`src/rtl/sram_port_ctrl.sv`:
```
// sram_port_ctrl
//   Initiator side of one single-port cache SRAM macro port. It turns a
//   valid/ready request channel (read, or byte-strobed write) into legal SRAM
//   cycles, returns read data on a valid/ready response channel, and
//   zero-fills the array after reset or on a clear request.
//
// Ports
//   clk, rst_n              clock, asynchronous active-low reset
//   clr                     re-initialise the whole array (level, sampled in IDLE)
//   init_done               high while idle (array initialised)
//   req_valid/req_ready     request handshake
//   req_write               1 = write, 0 = read
//   req_addr                entry address
//   req_wdata/req_wstrb     write data and active-high byte strobes
//   rsp_valid/rsp_ready     read response handshake
//   rsp_rdata               read data (straight from SRAM Q)
//   sram_addr/cen/wen       SRAM address, active-low chip and write enables
//   sram_wmask              SRAM bit-write enables, active low per bit
//   sram_wdata/sram_rdata   SRAM D and Q
module sram_port_ctrl #(
  parameter int              AW       = 6,
  parameter int              DEPTH    = 64,
  parameter int              DW       = 128,
  parameter logic [DW-1:0]   INIT_VAL = '0
) (
  input  logic              clk,
  input  logic              rst_n,
  input  logic              clr,
  output logic              init_done,
  input  logic              req_valid,
  output logic              req_ready,
  input  logic              req_write,
  input  logic [AW-1:0]     req_addr,
  input  logic [DW-1:0]     req_wdata,
  input  logic [DW/8-1:0]   req_wstrb,
  output logic              rsp_valid,
  input  logic              rsp_ready,
  output logic [DW-1:0]     rsp_rdata,
  output logic [AW-1:0]     sram_addr,
  output logic              sram_cen,
  output logic              sram_wen,
  output logic [DW-1:0]     sram_wmask,
  output logic [DW-1:0]     sram_wdata,
  input  logic [DW-1:0]     sram_rdata
);

  typedef enum logic {
    INIT,
    IDLE
  } state_e;

  localparam logic [AW-1:0] LAST_ENTRY = AW'(DEPTH - 1);

  state_e        state_q, state_d;
  logic [AW-1:0] cnt_q, cnt_d;
  logic          rsp_valid_q, rsp_valid_d;
  logic          pend;
  logic          accept;

  // State, sweep counter and response-valid registers.
  always_ff @(posedge clk or negedge rst_n) begin
    if (!rst_n) begin
      state_q     <= INIT;
      cnt_q       <= '0;
      rsp_valid_q <= 1'b0;
    end else begin
      state_q     <= state_d;
      cnt_q       <= cnt_d;
      rsp_valid_q <= rsp_valid_d;
    end
  end

  // Next-state and SRAM drive. The SRAM outputs are combinational from the
  // state, so they are gated with rst_n: while reset is asserted the state is
  // already INIT, but the macro must see an idle port until release.
  // An unconsumed response blocks every SRAM access, because rsp_rdata is
  // taken directly from Q and Q only holds until the next access.
  always_comb begin
    state_d     = state_q;
    cnt_d       = cnt_q;
    rsp_valid_d = rsp_valid_q;
    req_ready   = 1'b0;
    init_done   = 1'b0;
    accept      = 1'b0;
    sram_cen    = 1'b1;
    sram_wen    = 1'b1;
    sram_wmask  = '1;
    sram_addr   = '0;
    sram_wdata  = '0;
    pend        = rsp_valid_q & ~rsp_ready;

    if (rst_n) begin
      case (state_q)
        INIT: begin
          sram_cen   = 1'b0;
          sram_wen   = 1'b0;
          sram_wmask = '0;
          sram_addr  = cnt_q;
          sram_wdata = INIT_VAL;
          cnt_d      = cnt_q + 1'b1;
          if (cnt_q == LAST_ENTRY) begin
            state_d = IDLE;
          end
        end

        IDLE: begin
          init_done = 1'b1;
          if (clr && !pend) begin
            state_d = INIT;
            cnt_d   = '0;
          end else begin
            req_ready = ~clr & ~pend;
          end

          accept = req_valid & req_ready;
          if (accept) begin
            sram_cen  = 1'b0;
            sram_addr = req_addr;
            if (req_write) begin
              sram_wen   = 1'b0;
              sram_wdata = req_wdata;
              // A zero strobe still issues the cycle; its mask bits stay high.
              for (int j = 0; j < DW/8; j++) begin
                sram_wmask[8*j +: 8] = {8{~req_wstrb[j]}};
              end
            end
          end

          // A read accepted in the same cycle as a consumed response keeps
          // rsp_valid high for the back-to-back case.
          if (rsp_valid_q && rsp_ready) begin
            rsp_valid_d = 1'b0;
          end
          if (accept && !req_write) begin
            rsp_valid_d = 1'b1;
          end
        end

        default: begin
          state_d = INIT;
          cnt_d   = '0;
        end
      endcase
    end
  end

  assign rsp_valid = rsp_valid_q;
  assign rsp_rdata = sram_rdata;

endmodule

```
`config.mk`:
```
export PLATFORM = sky130hd
export DESIGN_NAME = sram_port_ctrl
export DESIGN_NICKNAME = d
export VERILOG_FILES = /design/src/rtl/sram_port_ctrl.sv
export SDC_FILE = /design/constraint.sdc
export NUM_CORES = 1
export LEC_CHECK = 0
export ABC_AREA = 1
export BUFFER_PORTS_ARGS = -buffer_cell sky130_fd_sc_hd__buf_4
export CAP_MARGIN = 10
export CORE_AREA = 3 3 262 264
export CTS_BUF_LIST = sky130_fd_sc_hd__clkbuf_4 sky130_fd_sc_hd__clkbuf_8
export DETAILED_ROUTE_END_ITERATION = 8
export DIE_AREA = 0 0 265 267
export HOLD_SLACK_MARGIN = 0.03
export PLACE_DENSITY = 0.32
export SETUP_SLACK_MARGIN = 0.4
export SLEW_MARGIN = 25
export SYNTH_ARGS = -nofsm -noshare
export SYNTH_HDL_FRONTEND = slang
export SYNTH_SLANG_ARGS = --single-unit
```
`constraint.sdc`:
```
create_clock -name clk -period 4 [get_ports clk]
set_input_delay 0.4 -clock clk [delete_from_list [all_inputs] [get_ports clk]]
set_output_delay 0.4 -clock clk [all_outputs]
set_load 0.005 [all_outputs]
```
### Word level (Yosys, flattened, before mapping)

Cells that the tools add are included.

| cells by class | value |
|---|---|
| $add $sub $neg | 1 |
| equal/unequal tests | 2 |
| muxes and demuxes | 32 |
| bitwise logic cells | 23 |
| reduce and logical (&&, ||, !) cells | 8 |

Operators by type and width:

| cell | count |
|---|---|
| $mux W128 | 6 |
| $pmux W128 S2 | 2 |
| $pmux W6 S2 | 2 |
| $not A1 Y1 | 20 |
| $mux W6 | 3 |
| $mux W1 | 16 |
| $add A6 B1 Y6 const B | 1 |
| $eq A6 B6 Y1 const B | 1 |
| $pmux W1 S2 | 3 |
| $and A1 B1 Y1 | 3 |
| $logic_and A1 B1 Y1 | 3 |
| $reduce_and A3 Y1 | 1 |
| $logic_not A1 Y1 | 2 |
| $ne A2 B1 Y1 const B | 1 |
| $reduce_and A2 Y1 | 1 |
| $reduce_bool A2 Y1 | 1 |

| word-level totals | value |
|---|---|
| bits in registers | 8 |
| output and inout bits | 395 |

### Logic depth before layout (Yosys ltp)

| depth | value |
|---|---|
| depth in word-level cells | 11 |
| mapped depth | 8 |
| mapped depth without buffers | 7 |

### Least setup slack after synthesis

OpenSTA, ideal clock, no wires.

| timing | value |
|---|---|
| kind | in2out |
| start | in rsp_ready |
| end | out sram_wmask[100] |
| arrival time | 1.416 ns |
| required time | 3.600 ns |
| path slack | 2.184 ns |
| stages on the path | 7 |
| path buffers | 2 |
| cell sequence | inv_1 nand2_2 nand4_1 nand2_1 buf_4 o211ai_1 buf_4 |

| between the ends | value |
|---|---|
| cells in the longest elaborated chain, start to end | 11 |
| elaborated cells between the ends (all ways) | 13 |

RTL lines:

| element | RTL line | source |
|---|---|---|
| start, declared | 37 | `input logic rsp_ready,` |
| $not A1 Y1 * | 90 | `pend = rsp_valid_q & ~rsp_ready;` |
| $and A1 B1 Y1 * | 90 |  |
| $not A1 Y1 / $logic_not A1 Y1 (equally long branches) | 112, 108 |  |
| $and A1 B1 Y1 / $logic_and A1 B1 Y1 (equally long branches) | 112, 108 |  |
| $mux W1 * | 108 | `if (clr && !pend) begin` |
| $mux W1 * | 93 | `case (state_q)` |
| $mux W1 * | 92 | `if (rst_n) begin` |
| $and A1 B1 Y1 * | 115 | `accept = req_valid & req_ready;` |
| $mux W128 * | 116 | `if (accept) begin` |
| $pmux W128 S2 * | 93 |  |
| $mux W128 * | 92 |  |
| end, declared | 42 | `output logic [DW-1:0] sram_wmask,` |

Every way passes the cells marked *; elsewhere a longest branch is shown, timed or not. The select of a mux whose other input is x is not followed.

### Worst setup path in the final report

| timing | value |
|---|---|
| start | reg rsp_valid_q (netlist: rsp_valid) |
| end | out sram_wmask[68] |

| between the ends | value |
|---|---|
| cells in the longest elaborated chain, start to end | 10 |
| elaborated cells between the ends (all ways) | 12 |

RTL lines:

| element | RTL line | source |
|---|---|---|
| start, declared | 56 | `logic rsp_valid_q, rsp_valid_d;` |
| start signal, assigned | 69 | `rsp_valid_q <= rsp_valid_d;` |
| $and A1 B1 Y1 * | 90 |  |
| $not A1 Y1 / $logic_not A1 Y1 (equally long branches) | 112, 108 |  |
| $and A1 B1 Y1 / $logic_and A1 B1 Y1 (equally long branches) | 112, 108 |  |
| $mux W1 * | 108 |  |
| $mux W1 * | 93 |  |
| $mux W1 * | 92 |  |
| $and A1 B1 Y1 * | 115 |  |
| $mux W128 * | 116 |  |
| $pmux W128 S2 * | 93 |  |
| $mux W128 * | 92 |  |

Marked as above.

==> impl_results.md <==
- # clock sinks: 8
- Pleak: 2.58 nW
- I/O Buffers: 422
- Resized cells post-CTS: 0
- Total gr overflow: 0
- Yosys cell types: 20
- Req. time, crit path: 3600 ps
- Clk slew on worst S/H paths: 40 ps
- Worst R2R Path Depth: 6
- Crit share post-route: 0.658
- Worst Path Arrival: 2230 ps
- Mean Syn Cell Area: 5.84 µm²
- Kind of start point of the critical path: flip-flop
- DR WL/cell: 12.1 µm
- Worst path depth: 5
- Crit path max-delay cell type: nand2_1
- Logic pwr share: 0.627
- Core Region: 66800 µm²
- Global-route wire length before repair: 26700 µm
- Row count: 95
- Slew headroom: 0.473
- Clock power frac: 0.154
- Pwr/cell area: 109 nW/µm²
- Global placement routability congestion: 0.726
- Max cap viols: 0
- DRC: 0
- CP endpoint kind: output port
- Pint: 0.409 mW
- Max incr delay on CP: 520 ps
- Peak Freq: 380 MHz
- DRT Wirelength: 20100 µm
- Ports: 679
- Post-DP HPWL: 17100 µm
- Status: complete, no violations
- Htree depth: 1
- RSZ-0062 raised after global routing: no
- CTS Buf Count: 3
- Post-route cell area: 5990 µm²
- GR Util All Layers: 0.0498
- Yosys warns: 0
- P&R area growth vs syn: 63.7%
- Commonest non-fill, non-tap cells in the layout: buf_4, nand2_1, nor2_1
- Post-synthesis net count: 912
- Cells after DPL: 1652
- Clk buf depth: 2
- Seq/Total Area, Yosys: 0.0547
- Drt initial violations: 99
- Clk_skew: 0.524 ps
- Buffers plus inverters on the worst setup path: 1
- Setup TNS: 0 ps
- Setup Buffers After CTS: 0
- Worst-skew pair later-pin latency: 230 ps
- Layout cells sized above 1: 0.558
- Pin count of the biggest net entering global routing: 129
- Vias in the first global route: 4321
- Post-Syn Area: 3660 µm²
- Least-Margin Pin Slew: 786 ps
- Max-slew violations: 0
- Final setup fails: 0
- Fin. Hold Viols: 0
- # nets final: 1069
- Critical path class: flip-flop to output port
- DR vias: 4323
- Via-per-instance ratio: 2.61
- Pre-antenna DRT Iters: 4
- P_sw: 0.245 mW
- Power share of the sequential group: 0.219
- Clock root buffer: clkbuf_8
- Die width: 265 µm
- Die Ht: 267 µm
- Critical Path, Cell by Cell: nand2_2 > nand4_1 > nand2_1 > o211ai_1 > buf_4
- Setup WS pre-CTS: 1410 ps
- Post-CTS Hold Fix Bufs: 0
- Final worst slack: 1370 ps
- Initial antenna violation count: 6
- Ant diodes: 0
- Starting density of the core: 0.0548
- Post-route ant nets: 0
- Crit path max fanout: 17
- Number of synthesized register bits: 8
- Maximum vdd ir drop: 0.0000839 V
- Total power draw: 0.654 mW
- Delay-heaviest family, CP: simple AND/OR/NAND/NOR gates
- Switching fraction of total power: 0.374
- CTS tree: done
- Post-Syn Instances: 627
- Tmin final: 2630 ps
- Most common cell after layout, fill and taps aside: buf_4
- Fin cells: 1655
- Area after DPL: 5950 µm²
- Die footprint: 70800 µm²
- Hold WC Path Type: primary input to asynchronous set/reset pin
-- cells in the mapped netlist --
cell type	instances	area (µm²)
o211ai_1	16	120
nand2_2	4	25.0
inv_2	1	3.75
clkbuf_1	2	7.51
ha_1	1	12.5
buf_2	21	105
o31ai_1	1	7.51
nor2_4	1	11.3
buf_4	243	1820
nor2_1	136	510
nand3_1	9	45.0
inv_1	11	41.3
nand4_1	5	31.3
nand2_1	147	552
o21ai_0	6	30.0
or2_2	1	6.26
a21oi_1	3	15.0
buf_6	8	90.1
dfrtp_1	8	200
a22oi_1	3	22.5
-- registers in the layout (all words and copies together), names as in the netlist --
register	flops
rsp_valid	1
state_q	1
cnt_q	6
-- per-layer routing --
metal  wire, µm  vias to the layer above  global-route usage  part of all wire
met5         79                        -                   0            0.0039
met4        842                       12              0.0215             0.042
met1       6010                     1871              0.0414              0.30
met3       3030                       66              0.0271              0.15
li1           -                     1976                   -                 -
met2      10100                      398              0.0967              0.50
-- final timing paths --
| kind | from | endpoint | slack [ps] |
|---|---|---|---|
| min in group clk | req_write | rsp_valid | 470 |
| min reg2reg | cnt_q[5] | cnt_q[5] | 560 |
| min | rst_n | cnt_q[0] | 80 |
| max | rsp_valid | sram_wmask[68] | 1370 |
| max in group asynchronous | rst_n | cnt_q[3] | 3670 |
| max reg2reg | state_q | cnt_q[2] | 2230 |
-- power groups by stage --
stage          Combinational (mW)  Clock (mW)  Sequential, mW
2_1_floorplan               0.308           0           0.135
3_3_place_gp                0.421           0           0.145
3_5_place_dp                0.420           0           0.144
4_1_cts                     0.422       0.104           0.144
5_1_grt                     0.455       0.109           0.150
6_report                    0.410       0.101           0.143
-- final cells by class --
type                       instances  area (µm²)
sequential                         8         200
clock buffer                       3        41.3
inverter                          12        47.5
timing repair buffer             426        3220
fill                            7883       60800
multi-input combinational        333        1390
tap                              873        1090
-- cell families (layout without fill, tap and decap cells) --
| group | count (synthesis) | count (layout) | synth area share |
|---|---|---|---|
| adder cells (fa/ha/maj) | 1 | 1 | 0.00342 |
| AO/OA/AOI/OAI | 29 | 29 | 0.0533 |
| buffers and inverters | 286 | 441 | 0.566 |
| flip-flops | 8 | 8 | 0.0547 |
| AND/OR/NAND/NOR | 303 | 303 | 0.323 |
-- through the flow --
stage | util | hold WS (ps)
2_1_floorplan | - | 104
3_3_place_gp | 0.0891 | 337
3_5_place_dp | 0.0891 | 331
4_1_cts | 0.0897 | 83.7
5_1_grt | 0.0897 | 91.5
6_report | 0.0897 | 76.9
-- worst reg2reg max path: stages (launching register included) --
cell and delay, ps:
dfrtp_1 500, nand2_2 150, inv_4 90, buf_4 490, nand3_1 250, nand2_1 130, nor2_1 40
Note: power is estimated with default switching activity, not from simulation.
